File: src/rtl/branch_resolve.sv
// Execute-stage branch resolution: carries fetch-time predictions IF->DEC->EX,
// resolves conditional branches, flags mispredictions and keeps perf counters.
module branch_resolve #(
   parameter int ADDR_WIDTH = 32,
   parameter int DATA_WIDTH = 32,
   parameter int CNT_WIDTH  = 32
) (
   input  logic                  cpu_clk,
   input  logic                  cpu_rstn,
   input  logic                  predict_taken,
   input  logic                  predict1_taken,
   input  logic                  predict3_taken,
   input  logic                  is_loop,
   input  logic [ADDR_WIDTH-1:0] predict_target_pc,
   input  logic                  if_valid,
   input  logic                  dec_en,
   input  logic                  ex_en,
   input  logic                  flush_in,
   input  logic                  branch_ex,
   input  logic [2:0]            funct3_ex,
   input  logic [DATA_WIDTH-1:0] src_data1_ex,
   input  logic [DATA_WIDTH-1:0] src_data2_ex,
   input  logic [ADDR_WIDTH-1:0] branch_pc_ex,
   input  logic [ADDR_WIDTH-1:0] branch_imm_target_ex,
   output logic                  branch_taken_ex,
   output logic                  predict1_taken_ex,
   output logic                  predict3_taken_ex,
   output logic                  is_loop_ex,
   output logic [ADDR_WIDTH-1:0] branch_target_pc,
   output logic                  mispredict_ex,
   output logic [ADDR_WIDTH-1:0] redirect_pc,
   output logic                  illegal_branch_ex,
   input  logic                  cnt_clr,
   output logic [CNT_WIDTH-1:0]  branch_cnt,
   output logic [CNT_WIDTH-1:0]  mispredict_cnt
);

   logic                  dec_valid, dec_ptaken, dec_p1, dec_p3, dec_loop;
   logic [ADDR_WIDTH-1:0] dec_ptarget;
   logic                  ex_valid, ex_ptaken, ex_p1, ex_p3, ex_loop;
   logic [ADDR_WIDTH-1:0] ex_ptarget;
   logic                  kill;
   logic                  cmp_result;
   logic                  ep;

   assign kill = flush_in | mispredict_ex;

   // Only the valid bits are killed; data bits may go stale and are gated downstream.
   always_ff @(posedge cpu_clk or negedge cpu_rstn) begin
      if (!cpu_rstn) begin
         dec_valid   <= 1'b0;
         dec_ptaken  <= 1'b0;
         dec_p1      <= 1'b0;
         dec_p3      <= 1'b0;
         dec_loop    <= 1'b0;
         dec_ptarget <= '0;
         ex_valid    <= 1'b0;
         ex_ptaken   <= 1'b0;
         ex_p1       <= 1'b0;
         ex_p3       <= 1'b0;
         ex_loop     <= 1'b0;
         ex_ptarget  <= '0;
      end else begin
         if (dec_en) begin
            dec_ptaken  <= predict_taken;
            dec_p1      <= predict1_taken;
            dec_p3      <= predict3_taken;
            dec_loop    <= is_loop;
            dec_ptarget <= predict_target_pc;
         end
         if (ex_en) begin
            ex_ptaken  <= dec_ptaken;
            ex_p1      <= dec_p1;
            ex_p3      <= dec_p3;
            ex_loop    <= dec_loop;
            ex_ptarget <= dec_ptarget;
         end
         if (kill) begin
            dec_valid <= 1'b0;
            ex_valid  <= 1'b0;
         end else begin
            if (dec_en) dec_valid <= if_valid;
            if (ex_en)  ex_valid  <= dec_valid;
         end
      end
   end

   always_comb begin
      cmp_result = 1'b0;
      case (funct3_ex)
         3'b000:  cmp_result = (src_data1_ex == src_data2_ex);
         3'b001:  cmp_result = (src_data1_ex != src_data2_ex);
         3'b100:  cmp_result = ($signed(src_data1_ex) <  $signed(src_data2_ex));
         3'b101:  cmp_result = ($signed(src_data1_ex) >= $signed(src_data2_ex));
         3'b110:  cmp_result = (src_data1_ex <  src_data2_ex);
         3'b111:  cmp_result = (src_data1_ex >= src_data2_ex);
         default: cmp_result = 1'b0;
      endcase
   end

   assign branch_taken_ex   = branch_ex & cmp_result;
   assign illegal_branch_ex = branch_ex & (funct3_ex[2:1] == 2'b01);
   assign ep                = ex_valid & ex_ptaken;
   assign predict1_taken_ex = ex_valid & ex_p1;
   assign predict3_taken_ex = ex_valid & ex_p3;
   assign is_loop_ex        = ex_valid & ex_loop;
   assign branch_target_pc  = branch_imm_target_ex;

   // A correct direction with a wrong predicted target still needs a redirect.
   assign mispredict_ex = branch_ex &
                          ((ep != branch_taken_ex) |
                           (ep & branch_taken_ex & (ex_ptarget != branch_imm_target_ex)));

   assign redirect_pc = branch_taken_ex ? branch_imm_target_ex
                                        : branch_pc_ex + ADDR_WIDTH'(4);

   always_ff @(posedge cpu_clk or negedge cpu_rstn) begin
      if (!cpu_rstn) begin
         branch_cnt     <= '0;
         mispredict_cnt <= '0;
      end else if (cnt_clr) begin
         branch_cnt     <= '0;
         mispredict_cnt <= '0;
      end else begin
         if (branch_ex && (branch_cnt != '1))
            branch_cnt <= branch_cnt + CNT_WIDTH'(1);
         if (mispredict_ex && (mispredict_cnt != '1))
            mispredict_cnt <= mispredict_cnt + CNT_WIDTH'(1);
      end
   end

endmodule

File: config.mk
export PLATFORM = sky130hd
export DESIGN_NAME = branch_resolve
export DESIGN_NICKNAME = d
export VERILOG_FILES = /design/src/rtl/branch_resolve.sv
export SDC_FILE = /design/constraint.sdc
export NUM_CORES = 1
export LEC_CHECK = 0
export CORE_ASPECT_RATIO = 1.5
export CORE_UTILIZATION = 43
export CTS_BUF_LIST = sky130_fd_sc_hd__clkbuf_2
export CTS_CLUSTER_SIZE = 24
export DETAILED_ROUTE_END_ITERATION = 7
export PLACE_DENSITY = 0.77
export SYNTH_ARGS = -nofsm -noshare
export SYNTH_HDL_FRONTEND = slang
export SYNTH_SLANG_ARGS = --single-unit
File: constraint.sdc
create_clock -name cpu_clk -period 13.7 [get_ports cpu_clk]
set_input_delay 2.74 -clock cpu_clk [delete_from_list [all_inputs] [get_ports cpu_clk]]
set_output_delay 2.74 -clock cpu_clk [all_outputs]
set_load 0.1 [all_outputs]
# ---- After elaboration in Yosys (flattened, before gate mapping)
# Index checks and enable logic that the tools add are counted.
dict set report classes {
  add_sub_neg 3
  magnitude_cmp 4
  n_eq_ne 12
  muxes 10
  n_bitwise 11
  n_reduce_logical 7
}
# op count
set op_table {}
lappend op_table {{2-to-1 mux 32 bit} 5}
lappend op_table {{adder 32 x 1 -> 32 bit, second input constant} 2}
lappend op_table {{greater-or-equal comparator 32 bit} 2}
lappend op_table {{less-than comparator 32 bit} 2}
lappend op_table {{inequality test 32 bit} 2}
lappend op_table {{inequality test 32 bit, second input constant} 2}
lappend op_table {{adder 32 x 3 -> 32 bit, second input constant} 1}
lappend op_table {{equality test 32 bit} 1}
lappend op_table {{equality test 3 bit, second input constant} 4}
lappend op_table {{AND 1 bit} 9}
lappend op_table {{nonzero test 2 bit} 4}
lappend op_table {{case mux 1 bit (6 select lines)} 1}
lappend op_table {{2-to-1 mux 1 bit} 4}
lappend op_table {{equality test 3 x 1 -> 1 bit, second input constant} 1}
lappend op_table {{zero test 3 bit} 1}
lappend op_table {{equality test 2 x 1 -> 1 bit, second input constant} 1}
lappend op_table {{logical AND 1 bit} 2}
lappend op_table {{OR 1 bit} 2}
lappend op_table {{inequality test 1 bit} 1}
dict set report word_totals {
  register_bits 138
  inputBits 175
  output_inout_bits 134
  wordCells 61
}

# ---- Logic depth before layout (Yosys ltp)
# Gate-level depths: netlist (run 1).
dict set report depth {
  word_depth 10
  mapped_depth 19
  ltp_nobuf 16
}

# ---- Least setup slack after synthesis (run 1)
# OpenSTA, ideal clock, no wires.
dict set report synth_timing {
  path_type {input -> output}
  start {input port src_data2_ex[13]}
  end {output port mispredict_ex}
  arrival_time_ns 6.846
  required_ns 10.960
  setup_slack_ns 4.114
  path_stages 16
  path_cell_list {inv_1 > ha_1 > nand4_2 > nor3_2 > a21boi_1 > or4_4 > a21oi_4 > a2bb2oi_2 > o41a_1 > buf_6 > buf_12 > inv_1 > ha_1 > o21ai_1 > clkbuf_1 > inv_1}
}
dict set report synth_via {
  elab_chain_len 7
  elab_cells_between_ends 13
  classes_between {4 x order compare; 3 x eq/ne; 1 x mux; 5 x bitwise}
}
# item line_no
set synth_rtl {}
lappend synth_rtl {{start: declaration} 22} ;# input logic [DATA_WIDTH-1:0] src_data2_ex,
lappend synth_rtl {{greater-or-equal comparator 32 bit, or another cell as far along} 96} ;# 3'b111: cmp_result = (src_data1_ex >= src_data2_ex);
lappend synth_rtl {{case mux 1 bit (6 select lines) *} 90} ;# case (funct3_ex)
lappend synth_rtl {{AND 1 bit *} 101} ;# assign branch_taken_ex = branch_ex & cmp_result;
lappend synth_rtl {{named net branch_taken_ex} 25} ;# output logic branch_taken_ex,
lappend synth_rtl {{AND 1 bit (2 in a row)} 112} ;# (ep & branch_taken_ex & (ex_ptarget != branch_imm_target_ex)));
lappend synth_rtl {{OR 1 bit *} 111} ;# ((ep != branch_taken_ex) |
lappend synth_rtl {{AND 1 bit *} 110} ;# assign mispredict_ex = branch_ex &
lappend synth_rtl {{end: declaration} 30} ;# output logic mispredict_ex,
# The timed path passes the listed nets; every way through them passes the cells marked *.

# ---- Worst setup path after layout (run 1)
dict set report layout_timing {
  start {input port src_data2_ex[10]}
  end {output port mispredict_ex}
}
dict set report layout_via {
  elab_chain_len 7
  elab_cells_between_ends 13
  classes_between {4 x order compare; 3 x eq/ne; 1 x mux; 5 x bitwise}
}
# item line_no
set layout_rtl {}
lappend layout_rtl {{greater-or-equal comparator 32 bit, or another cell as far along} 96}
lappend layout_rtl {{case mux 1 bit (6 select lines) *} 90}
lappend layout_rtl {{AND 1 bit *} 101}
lappend layout_rtl {{AND 1 bit (2 in a row)} 112}
lappend layout_rtl {{OR 1 bit *} 111}
lappend layout_rtl {{AND 1 bit *} 110}
# Every way passes the cells marked *; elsewhere a longest branch is shown, timed or not.

==> flow_results.org, run 1 <==
** Outcome
- Outcome :: complete, no violations

** Die
- In this run the vertical extent of the chip is 177 um.
- Die Width :: 118 um
- Number of core rows :: 63
- 309 I/O pins were placed.
- The die covers 20900 um2.
- For this configuration, the core starts out at a cell density of 0.440.
- The core region is 19900 um2.

** STA
- Worst-margin pin slew :: 1140 ps
- Dividing the final minimum period by the clock period gives 0.742.
- In the final timing run, aggregate negative setup slack is 0 ps.
- Measured against its own limit, the worst slew margin works out to 0.235.
- Final critical path time including I/O delays and setup :: 10160 ps
- Final setup fails :: 0
- Unrepaired setup endpoints after global routing :: false
- Highest attainable clock frequency :: 98.4 MHz
- Count of endpoints failing hold in the final timing report :: 0
- The number of pins with negative max-slew slack in the final report came to 0.
- Worst Setup Slack, final :: 3540 ps
- On the final layout, the worst clock skew is 30.5 ps.

** Drt
- After detailed routing, the number of vias per cell comes to 5.12.
- Routed wirelength normalized by instance count :: 16.8 um
- Residual DRC count :: 0
- The detailed router placed 7125 vias in this run.
- Total wirelength of the detailed-routed design :: 23400 um
- Drt first-iter violations :: 279
- DRT Pass-1 Iters :: 4
- Antenna Nets Post-Route :: 0

** Global routing
- Across every metal layer, demand over resource in global routing totals 0.228.
- Vias in the first global route :: 7134
- Leftover overflow at the end of global routing :: 0
- Entering global routing, the biggest net connects 76 pins.
- The first global-routing pass estimated 37000 um of wire.
- The number of antenna violations at the first check in global routing came to 2.

** Cells and area
- Layout fillers :: 1723
- Top library cells by usage in the layout, fill and taps aside :: clkdlybuf4s50_1, dfrtp_1, mux2_2
- The library cell used most frequently in the layout, excluding fill and tap cells, is clkdlybuf4s50_1.
- In the final design database the tool counted 1327 nets.
- Of the cells placed in the final design, the portion with a size suffix greater than 1 is 0.153.
- The area growth from synthesis to layout is 37.5%.

** Placement
- Setup slack after placement :: 3540 ps
- Port Buffers :: 308
- The congestion estimate from routability-driven global placement came to 0.913.
- Post-detail-place hpwl :: 18500 um

** Clocking
- The tree is rooted in a clkbuf_2.
- The later pin in the worst-skew pair is clocked with a latency of 720 ps.
- In this run, post-CTS hold repair placed 0 buffers.
- Once the clock tree was built, the setup fixing pass inserted 0 buffers.
- H-Tree Level Count :: 4
- Number of sinks driven by the clock tree :: 138
- Counting the buffers created by CTS gives 17.
- CTS tree :: done
- Clock slew seen by the registers of the worst setup and hold paths :: 220 ps
- Max clock buf depth :: 2
- Number of gates given a new drive strength after cts :: 0

** Critical path
- In this run the worst path has a maximum fanout of 33.
- Start of the worst register-to-register path :: mispredict_cnt[3]
- Library cell appearing most often on the critical path :: inv_1
- CP Capture Type :: output pin
- The worst setup path is of the input port to output pin kind.
- Traced cell by cell, the critical path runs through clkdlybuf4s50_1 > inv_1 > ha_1 > nand4_1 > nor3_2 > a21boi_1 > or4_4 > a21oi_4 > mux2i_1 > o41a_2 > buf_4 > inv_1 > ha_1 > o21ai_1 > buf_4 > inv_1 > clkdlybuf4s50_1.
- Standard cell with the maximum stage delay on the critical path :: clkdlybuf4s50_1
- The critical path starts at src_data2_ex[10].
- Slowest cell delay on critical path :: 1120 ps
- Endpoint of the worst register-to-register path :: mispredict_cnt[29]
- STA classifies the critical path startpoint as an input port.
- Worst Path Required :: 10960 ps
- Length in cells of the worst reg-to-reg path :: 8
- STA puts the critical path data arrival time at 7420 ps.
- Minimum setup slack among reg-to-reg paths :: 10560 ps

** Logic synthesis
- Arithmetic-cell share of the synthesized area counting full adders, half adders and majority gates :: 0.0516
- After synthesis, the mean cell area works out to 10.3 um2.
- Post-synthesis instance area :: 8730 um2
- Cell count after synthesis :: 844
- Largest family of logic cells by synthesized area :: simple AND/OR/NAND/NOR gates
- After synthesis, the share of cell area in mux cells is 0.162.
- Counting flops with a built-in enable in the synthesized netlist gives 0.
- For this run, the leading register cell type out of synthesis is dfrtp_1.
- For this run, the number of Yosys warnings is 0.
- Share of synthesized cell area in and, or, nand and nor gates :: 0.175
- The share of the Yosys chip area taken by registers is 0.395.
- Compound-Gate Fraction of Synth Area :: 0.0480
- Xor and xnor area share after synthesis :: 0.101
- In this run, distinct cell masters in the synthesized netlist total 65.
- After synthesis the netlist holds a flip-flop and latch count of 138.
- In the synthesized netlist the async set-or-reset flop fraction comes to 1.00.
- Net count after synthesis :: 1055

** Min path
- Path type of the worst min-delay path :: flip-flop to flip-flop
- Sink of the worst hold path :: ex_p1
- Hold-critical path depth :: 1
- Beginning of the worst hold path :: ex_p1

** Power
- Across the VDD grid, the largest voltage drop is 56.9 uV.
- Power per Cell Area :: 87.2 nW/um2
- Leak :: 0.00502 uW

** Job
- Number of max-capacitance violations reported :: 0
## cells by family (layout without fill, tap and decap cells)
| family | count (synthesis) | after routing |
|---|---|---|
| other cells | 0 | 2 |
| mux | 117 | 117 |
| xor+xnor | 101 | 101 |
| compound gates | 62 | 62 |
| fa+ha+maj | 36 | 36 |
| buf+inv | 106 | 391 |
| simple gates | 284 | 284 |
| flops | 138 | 138 |
## critical path, delay by kind of cell
| kind | cells | cell delay (ps) |
|---|---|---|
| adders and majority gates | 2 | 620 |
| buffers and inverters | 7 | 2540 |
| AOI/OAI and AO/OA | 4 | 520 |
| and+or+nand+nor | 3 | 770 |
| muxes | 1 | 200 |
## flip-flops by register name, indices dropped and copies added, names as in the netlist, 32 cells and up
name / cells
ex_ptarget: 32
branch_cnt: 32
dec_ptarget: 32
mispredict_cnt: 32
## cells in the mapped netlist (all sizes together), types with 3 or more instances
cell / count / area, um2
dfrtp: 138 / 3450
mux2: 111 / 1360
nor2: 78 / 300
xnor2: 76 / 666
inv: 47 / 176
buf: 44 / 350
nand2: 44 / 165
nand3: 38 / 195
ha: 36 / 450
nand4: 34 / 240
a21oi: 29 / 156
xor2: 25 / 219
nor3: 18 / 100
clkbuf: 15 / 56.3
and3: 14 / 87.6
and2: 9 / 56.3
and4: 9 / 80.1
nor2b: 9 / 63.8
o21ai: 9 / 45.0
nor4: 8 / 71.3
mux2i: 6 / 60.1
or3: 6 / 37.5
nand2b: 4 / 25.0
or4: 4 / 33.8
a21boi: 3 / 22.5
a21o: 3 / 22.5
nor3b: 3 / 27.5
o31ai: 3 / 22.5
or2: 3 / 18.8
## how the worst max path moves through the flow
stage               slack (ps)             to  depth (start not counted)
floorplan                 4110  mispredict_ex                         16
global placement          3630  mispredict_ex                         17
detailed placement        3540  mispredict_ex                         17
CTS                       3530  mispredict_ex                         17
global route              3240  mispredict_ex                         18
finish                    3540  mispredict_ex                         17
## power by group
group,leakage [uW],switching [uW],total (uW),internal [uW]
registers,0.00176,16.5,452,435
clock network,0.000140,173,246,73.5
logic,0.00312,209,349,140
total,0.00502,398,1050,649
## per-layer routing
layer / vias to the layer above / global-route usage / share of wire
met5: - / 0 / 0
met3: 38 / 0.0423 / 0.045
met1: 3430 / 0.252 / 0.39
met2: 202 / 0.427 / 0.54
met4: 0 / 0.0871 / 0.028
li1: 3455 / - / -
## final cells by class
| type | instances | area [um2] | share of cell area |
|---|---|---|---|
| Antenna cell | 2 | 5.00 | 0.000417 |
| Clock buffer | 17 | 85.1 | 0.00709 |
| Clock inverter | 15 | 164 | 0.0137 |
| Inverter | 47 | 176 | 0.0147 |
| Multi-Input combinational cell | 600 | 4700 | 0.391 |
| Sequential cell | 138 | 3450 | 0.288 |
| Tap cell | 260 | 325 | 0.0271 |
| Timing Repair Buffer | 312 | 3100 | 0.258 |
## per-stage QoR
stage,util,std cells,hold slack (ps),instance area [um2],power (uW)
after floorplan,-,844,472,8730,700
after global placement,0.592,1357,481,11800,806
after detailed placement,0.592,1357,488,11800,811
after CTS,0.604,1389,526,12000,1060
after global routing,0.604,1391,546,12000,1100
final,0.604,1391,528,12000,1050
No activity file was read; power rests on OpenSTA's default activity.
==> inputs of run 2 (changes only) <==
PLACE_DENSITY = 0.8   (was 0.77)
clock period = 8.95 ns   (was 13.7 ns; I/O delays follow)
==> flow_results.org, run 2 (synthesis results as in run 1) <==
** Critical path
- Among cell families on the critical path, the largest total delay comes from buffers and inverters.
- The critical path goes through clkdlybuf4s50_1 > inv_1 > ha_1 > nand4_1 > nor3_2 > a21boi_1 > or4_4 > a21oi_4 > mux2i_1 > o41a_2 > buf_4 > inv_1 > ha_1 > a21boi_0 > o21ai_1 > buf_4 > inv_1 > buf_4.
- Worst setup SP type :: input port
- In this run the worst setup path begins at src_data2_ex[10].
- Among all stages on the critical path, the largest delay is contributed by or4_4.
- Top fanout value on the critical path :: 22
- For this run, the slowest stage of the critical path takes 550 ps.
- CP Capture Type :: output pin
- The most critical setup path has its endpoint at mispredict_ex.
- The worst setup path is of the input port to output pin kind.
- Data on the critical path arrives at its endpoint at 5920 ps.
- Worst path bufs/invs :: 7
- Across all register-to-register paths, the minimum setup slack is 5740 ps.
- In this run the critical register-to-register path is launched from mispredict_cnt[3].
- Length in cells of the worst reg-to-reg path :: 8
- The critical path runs through a total of 18 cells.
- The worst register-to-register path ends at mispredict_cnt[29].
- At the worst endpoint, the required time is 7160 ps.

** Clocking
- Once the clock tree was built, the setup fixing pass inserted 0 buffers.
- Clock latency on the worst-skew pair, taken at its later pin, is 700 ps.
- H-Tree Level Count :: 4
- TritonCTS built the clock tree.
- Hold-fix buffers at CTS :: 0
- Max clock buf depth :: 2
- Counting every sink on the clock net gives 138.
- Gates resized during post-CTS repair numbered 0.
- Clock root cell :: clkbuf_2
- Clock slew seen by the registers of the worst setup and hold paths :: 220 ps
- In this run, CTS created clock tree buffers numbering 17.

** Cells and area
- Fraction of final layout cells sized beyond drive strength 1 :: 0.172
- The net count of the finished layout is 1327.
- The library cell used most frequently in the layout, excluding fill and tap cells, is clkdlybuf4s50_1.
- Relative to the synthesized area, the layout overhead comes to 36.8%.
- Top library cells by usage in the layout, fill and taps aside :: clkdlybuf4s50_1, dfrtp_1, mux2_2
- The layout has 1699 filler cells.

** Die
- The die is 177 um tall.
- The total area inside the core boundary comes to 19900 um2.
- The floorplan step set the die width to 118 um.
- For this configuration, the core starts out at a cell density of 0.440.
- For this design the top-level I/O count stands at 309.
- After floorplanning, the core was divided into 63 placement rows.
- DIE AREA :: 20900 um2

** Power
- Power spread over the standard cell area amounts to 135 nW/um2.
- Maximum resistive drop on vdd :: 91.9 uV
- For this design the static power due to leakage is 0.00506 uW.

** Drt
- Count of vias placed by the detailed router :: 7146
- Residual DRC count :: 0
- Routed wirelength normalized by instance count :: 16.5 um
- Using the TritonRoute via totals, the vias-per-cell ratio works out to 5.14.
- In this run, the number of DRC markers left after iteration 0 of detailed routing was 212.
- DRT Pass-1 Iters :: 5
- Antenna Nets Post-Route :: 0
- Summed over all layers, the routed wires come to 23000 um.

** Global routing
- Vias in the first global route :: 7084
- The number of antenna violations at the first check in global routing came to 3.
- Entering global routing, the biggest net connects 76 pins.
- The total overflow left after global routing is 0.
- Wire length of the first global-routing pass :: 36400 um
- All-layer global routing usage :: 0.223

** Outcome
- Outcome :: complete, no violations

** STA
- Unrepaired setup endpoints after global routing :: false
- Final critical path time including I/O delays and setup :: 7710 ps
- Of the available clock period, the critical path in the final layout requires 0.862.
- Static timing analysis puts the maximum clock frequency at 130 MHz.
- Clock skew :: 32.7 ps
- After routing, the total negative slack on setup checks comes to 0 ps.
- The number of hold-slack violations in the final timing report came to 0.
- The number of pins with negative max-slew slack in the final report came to 0.
- The worst pin sits at a relative slew slack of 0.197.
- Final setup fails :: 0
- Worst Setup Slack, final :: 1240 ps
- At the pin with the least slew margin, the transition time is 1190 ps.

** Placement
- Port Buffers :: 308
- At the placement stage, the worst setup path has a slack of 1240 ps.
- Post-detail-place hpwl :: 18000 um
- Placer congestion estimate :: 0.902

** Min path
- Path type of the worst min-delay path :: flip-flop to flip-flop

** Job
- Number of max-capacitance violations reported :: 0
==> run 2: worst min-delay path by stage <==
stage	end	cells past startpoint	start	slack, ps
global placement	ex_ptarget[19]	1	dec_ptarget[19]	480
global route	ex_ptarget[20]	1	dec_ptarget[20]	540
CTS	ex_ptarget[2]	1	dec_ptarget[2]	510
finish	ex_ptarget[2]	1	dec_ptarget[2]	510
detailed placement	ex_p1	1	ex_p1	490
floorplan	ex_p1	1	ex_p1	470
==> run 2: final cells by class <==
class	count	area (um2)	share of cell area
clock buffers	20	100	0.00838
inverters	47	176	0.0148
clock inverters	11	146	0.0123
diodes	3	7.51	0.000628
flip-flops and latches	138	3450	0.289
multi-input cells	600	4700	0.393
well taps	260	325	0.0272
repair buffers	312	3040	0.255
==> run 2: through the flow <==
stage                      util  std cells  total power [uW]  hold WS [ps]  cell area (um2)
final                     0.601       1391              1610           506            11900
after global routing      0.601       1391              1690           540            11900
after CTS                 0.601       1388              1630           513            11900
after detailed placement  0.589       1357              1240           487            11700
after global placement    0.589       1357              1230           481            11700
after floorplan               -        844              1070           472             8730
==> run 2: where the power goes <==
part | total, uW | switching [uW] | leakage [uW] | internal [uW]
logic | 530 | 319 | 0.00314 | 211
clock network | 388 | 229 | 0.000152 | 159
registers | 692 | 25.9 | 0.00176 | 666
==> run 2: worst reg2reg max path: stages (launching register included) <==
cell and delay, ps:
dfrtp_1 490, and4_1 270, and3_1 210, and3_1 260, nand4_2 220, nor2_4 120, nor4_2 980, nand3_1 200
mux2_1 370
==> run 2: per-layer routing <==
metal	vias to the layer above	track usage	share of wire
met5	-	0	0
met4	0	0.0897	0.026
met3	31	0.0488	0.056
met2	217	0.421	0.54
met1	3451	0.239	0.38
li1	3447	-	-
==> inputs of run 3 (changes only) <==
CAP_MARGIN = 20   (was not set)
TNS_END_PERCENT = 100   (was not set)
==> flow_results.org, run 3 (synthesis results as in run 1) <==
** Placement
- After legalization and detailed placement, the total HPWL measured 18000 um.
- After detailed placement, the total cell area comes to 11700 um2.
- OpenSTA, run right after detailed placement, puts the worst setup slack at 1240 ps.
- The congestion estimate from routability-driven global placement came to 0.902.
- Port buffering added 308 buffers.

** Critical path
- Along the worst path, the maximum fanout reaches 22.
- Worst Path Required :: 7160 ps
- Critical path cell sequence :: clkdlybuf4s50_1 > inv_1 > ha_1 > nand4_1 > nor3_2 > a21boi_1 > or4_4 > a21oi_4 > mux2i_1 > o41a_2 > buf_4 > inv_1 > ha_1 > a21boi_0 > o21ai_1 > buf_4 > inv_1 > buf_4
- Slowest cell delay on critical path :: 550 ps
- Grouping stages by cell kind, the critical path spends the most delay in buffers and inverters.
- The slowest stage of the critical path is the or4_4 cell.
- Worst path bufs/invs :: 7
- Worst setup SP type :: input port
- WS Path Type :: input port to output pin
- For the worst setup path, the data arrival time is 5910 ps.
- STA classifies the critical path endpoint as an output pin.

** Die
- Number of core rows :: 63
- Effective utilization at floorplan :: 0.440
- DIE AREA :: 20900 um2
- Pin placement for this block handled 309 I/O pins.
- Area inside the core boundary :: 19900 um2
- The floorplan step set the die height to 177 um.
- Die Width :: 118 um

** Clocking
- Number of sinks driven by the clock tree :: 138
- Total CTS buffers :: 17
- The H-tree was split into 4 levels.
- TritonCTS built the clock tree.
- Post-CTS setup repair buffer count :: 0
- Clock-pin slew was measured on the worst setup and hold paths at 210 ps.
- Gates resized during post-CTS repair numbered 0.
- The clock passes through at most 2 buffers.
- Hold-fix buffers at CTS :: 0
- Clock latency on the worst-skew pair :: 700 ps
- Clock root cell :: clkbuf_2

** Cells and area
- Layout fillers :: 1697
- With fillers left out, the area of the finished cells amounts to 12000 um2.
- Most frequent standard cell in the layout excluding fill and tap cells :: clkdlybuf4s50_1
- Footprint of the multi-input gates :: 4700 um2
- Post-synthesis to final-layout area growth :: 36.9%
- Of the cells placed in the final design, the portion with a size suffix greater than 1 is 0.173.
- Top library cells by usage in the layout, fill and taps aside :: clkdlybuf4s50_1, dfrtp_1, mux2_2
- For this run, the share of the core covered by cells in the final layout is 0.602.
- Number of nets in the layout :: 1328
- Area taken by flip-flops and latches :: 3450 um2

** Drt
- After detailed routing, no signal wire sits above met4.
- After the first detailed-routing iteration, the DRC count stood at 220.
- Detailed-routed wire length on met2 :: 12400 um
- After detailed routing, the number of remaining DRC violations is 0.
- In the final routed layout, each cell accounts on average for 16.5 um.
- Wire segments on met3 add up to 1260 um in the final route.
- Dividing the detail-routed via count by the number of cells gives 5.12.
- Across all layers, the routed design uses 7125 vias.
- In this run the remaining antenna-violating nets after routing total 0.
- DRT Pass-1 Iters :: 5
- Total wirelength of the detailed-routed design :: 22900 um
- The detailed router put a total of 8680 um of wire on met1.

** Power
- Power, Total :: 1610 uW
- Leak :: 0.00506 uW
- Maximum resistive drop on vdd :: 91.7 uV
- Power per Cell Area :: 135 nW/um2

** STA
- Final setup fails :: 0
- Worst-margin pin slew :: 1090 ps
- Unrepaired setup endpoints after global routing :: false
- Setup TNS :: 0 ps
- Clock skew :: 30.1 ps
- Derived from the worst setup path, the maximum achievable clock frequency is 130 MHz.
- Worst Setup Slack, final :: 1250 ps
- Measured against its own limit, the worst slew margin works out to 0.271.
- Count of endpoints failing hold in the final timing report :: 0
- Final critical path time including I/O delays and setup :: 7700 ps
- Dividing the final minimum period by the clock period gives 0.861.
- Max-slew violation count :: 0

** Global routing
- Vias in the first global route :: 7084
- Pin count of the biggest net entering global routing :: 76
- Number of antenna violations at the first check in global routing :: 3
- The first global-routing pass estimated 36400 um of wire.
- All-layer global routing usage :: 0.223
- Global routing finished with a remaining overflow of 0.

** Job
- Number of max-capacitance violations reported :: 0

** Outcome
- Outcome :: complete, no violations

** Min path
- Path type of the worst min-delay path :: flip-flop to flip-flop
## run 3: path summary, 6_finish.rpt
check | slack [ps] | startpoint | cells after the start | to
setup / recovery | 1250 | src_data2_ex[10] | 18 | mispredict_ex
min in group asynchronous | 1060 | cpu_rstn | 1 | dec_ptarget[23]
max in group asynchronous | 6550 | cpu_rstn | 2 | branch_cnt[19]
hold / removal | 510 | dec_ptarget[1] | 1 | ex_ptarget[1]
setup reg to reg | 6120 | mispredict_cnt[12] | 9 | mispredict_cnt[29]
hold reg to reg | 510 | dec_ptarget[1] | 1 | ex_ptarget[1]
## run 3: per-layer routing
metal | track usage | vias up
li1 | - | 3449
met1 | 0.239 | 3425
met2 | 0.421 | 220
met3 | 0.0488 | 31
met4 | 0.0897 | 0
met5 | 0 | -
## run 3: stage by stage
stage,instances,hold WS [ps]
CTS,1388,513
floorplan,844,472
finish,1392,510
detailed placement,1357,487
global route,1392,540
global placement,1357,481
## run 3: final cells by class
cell class,instances,area share
clock buffer,20,0.00837
sequential,138,0.289
tap,260,0.0272
timing repair buffer,313,0.255
multi-input combinational,600,0.393
clock inverter,11,0.0122
antenna,3,0.000628
inverter,47,0.0148
## run 3: worst reg2reg max path: stages, from the launching register on
cell and delay [ps]:
dfrtp_1 530, and4_1 340, nand4_1 220, nor3_1 270
nand4_2 250, nor2_4 360, nor4_2 110, clkbuf_4 210
nand3_1 120, mux2_1 330
## run 3: report_power, final
group          switching [uW]  leakage, uW  internal (uW)  total, uW
clock                     229     0.000152            159        387
combinational             319      0.00315            211        529
sequential               25.9      0.00176            666        692
total                     573      0.00506           1040       1610
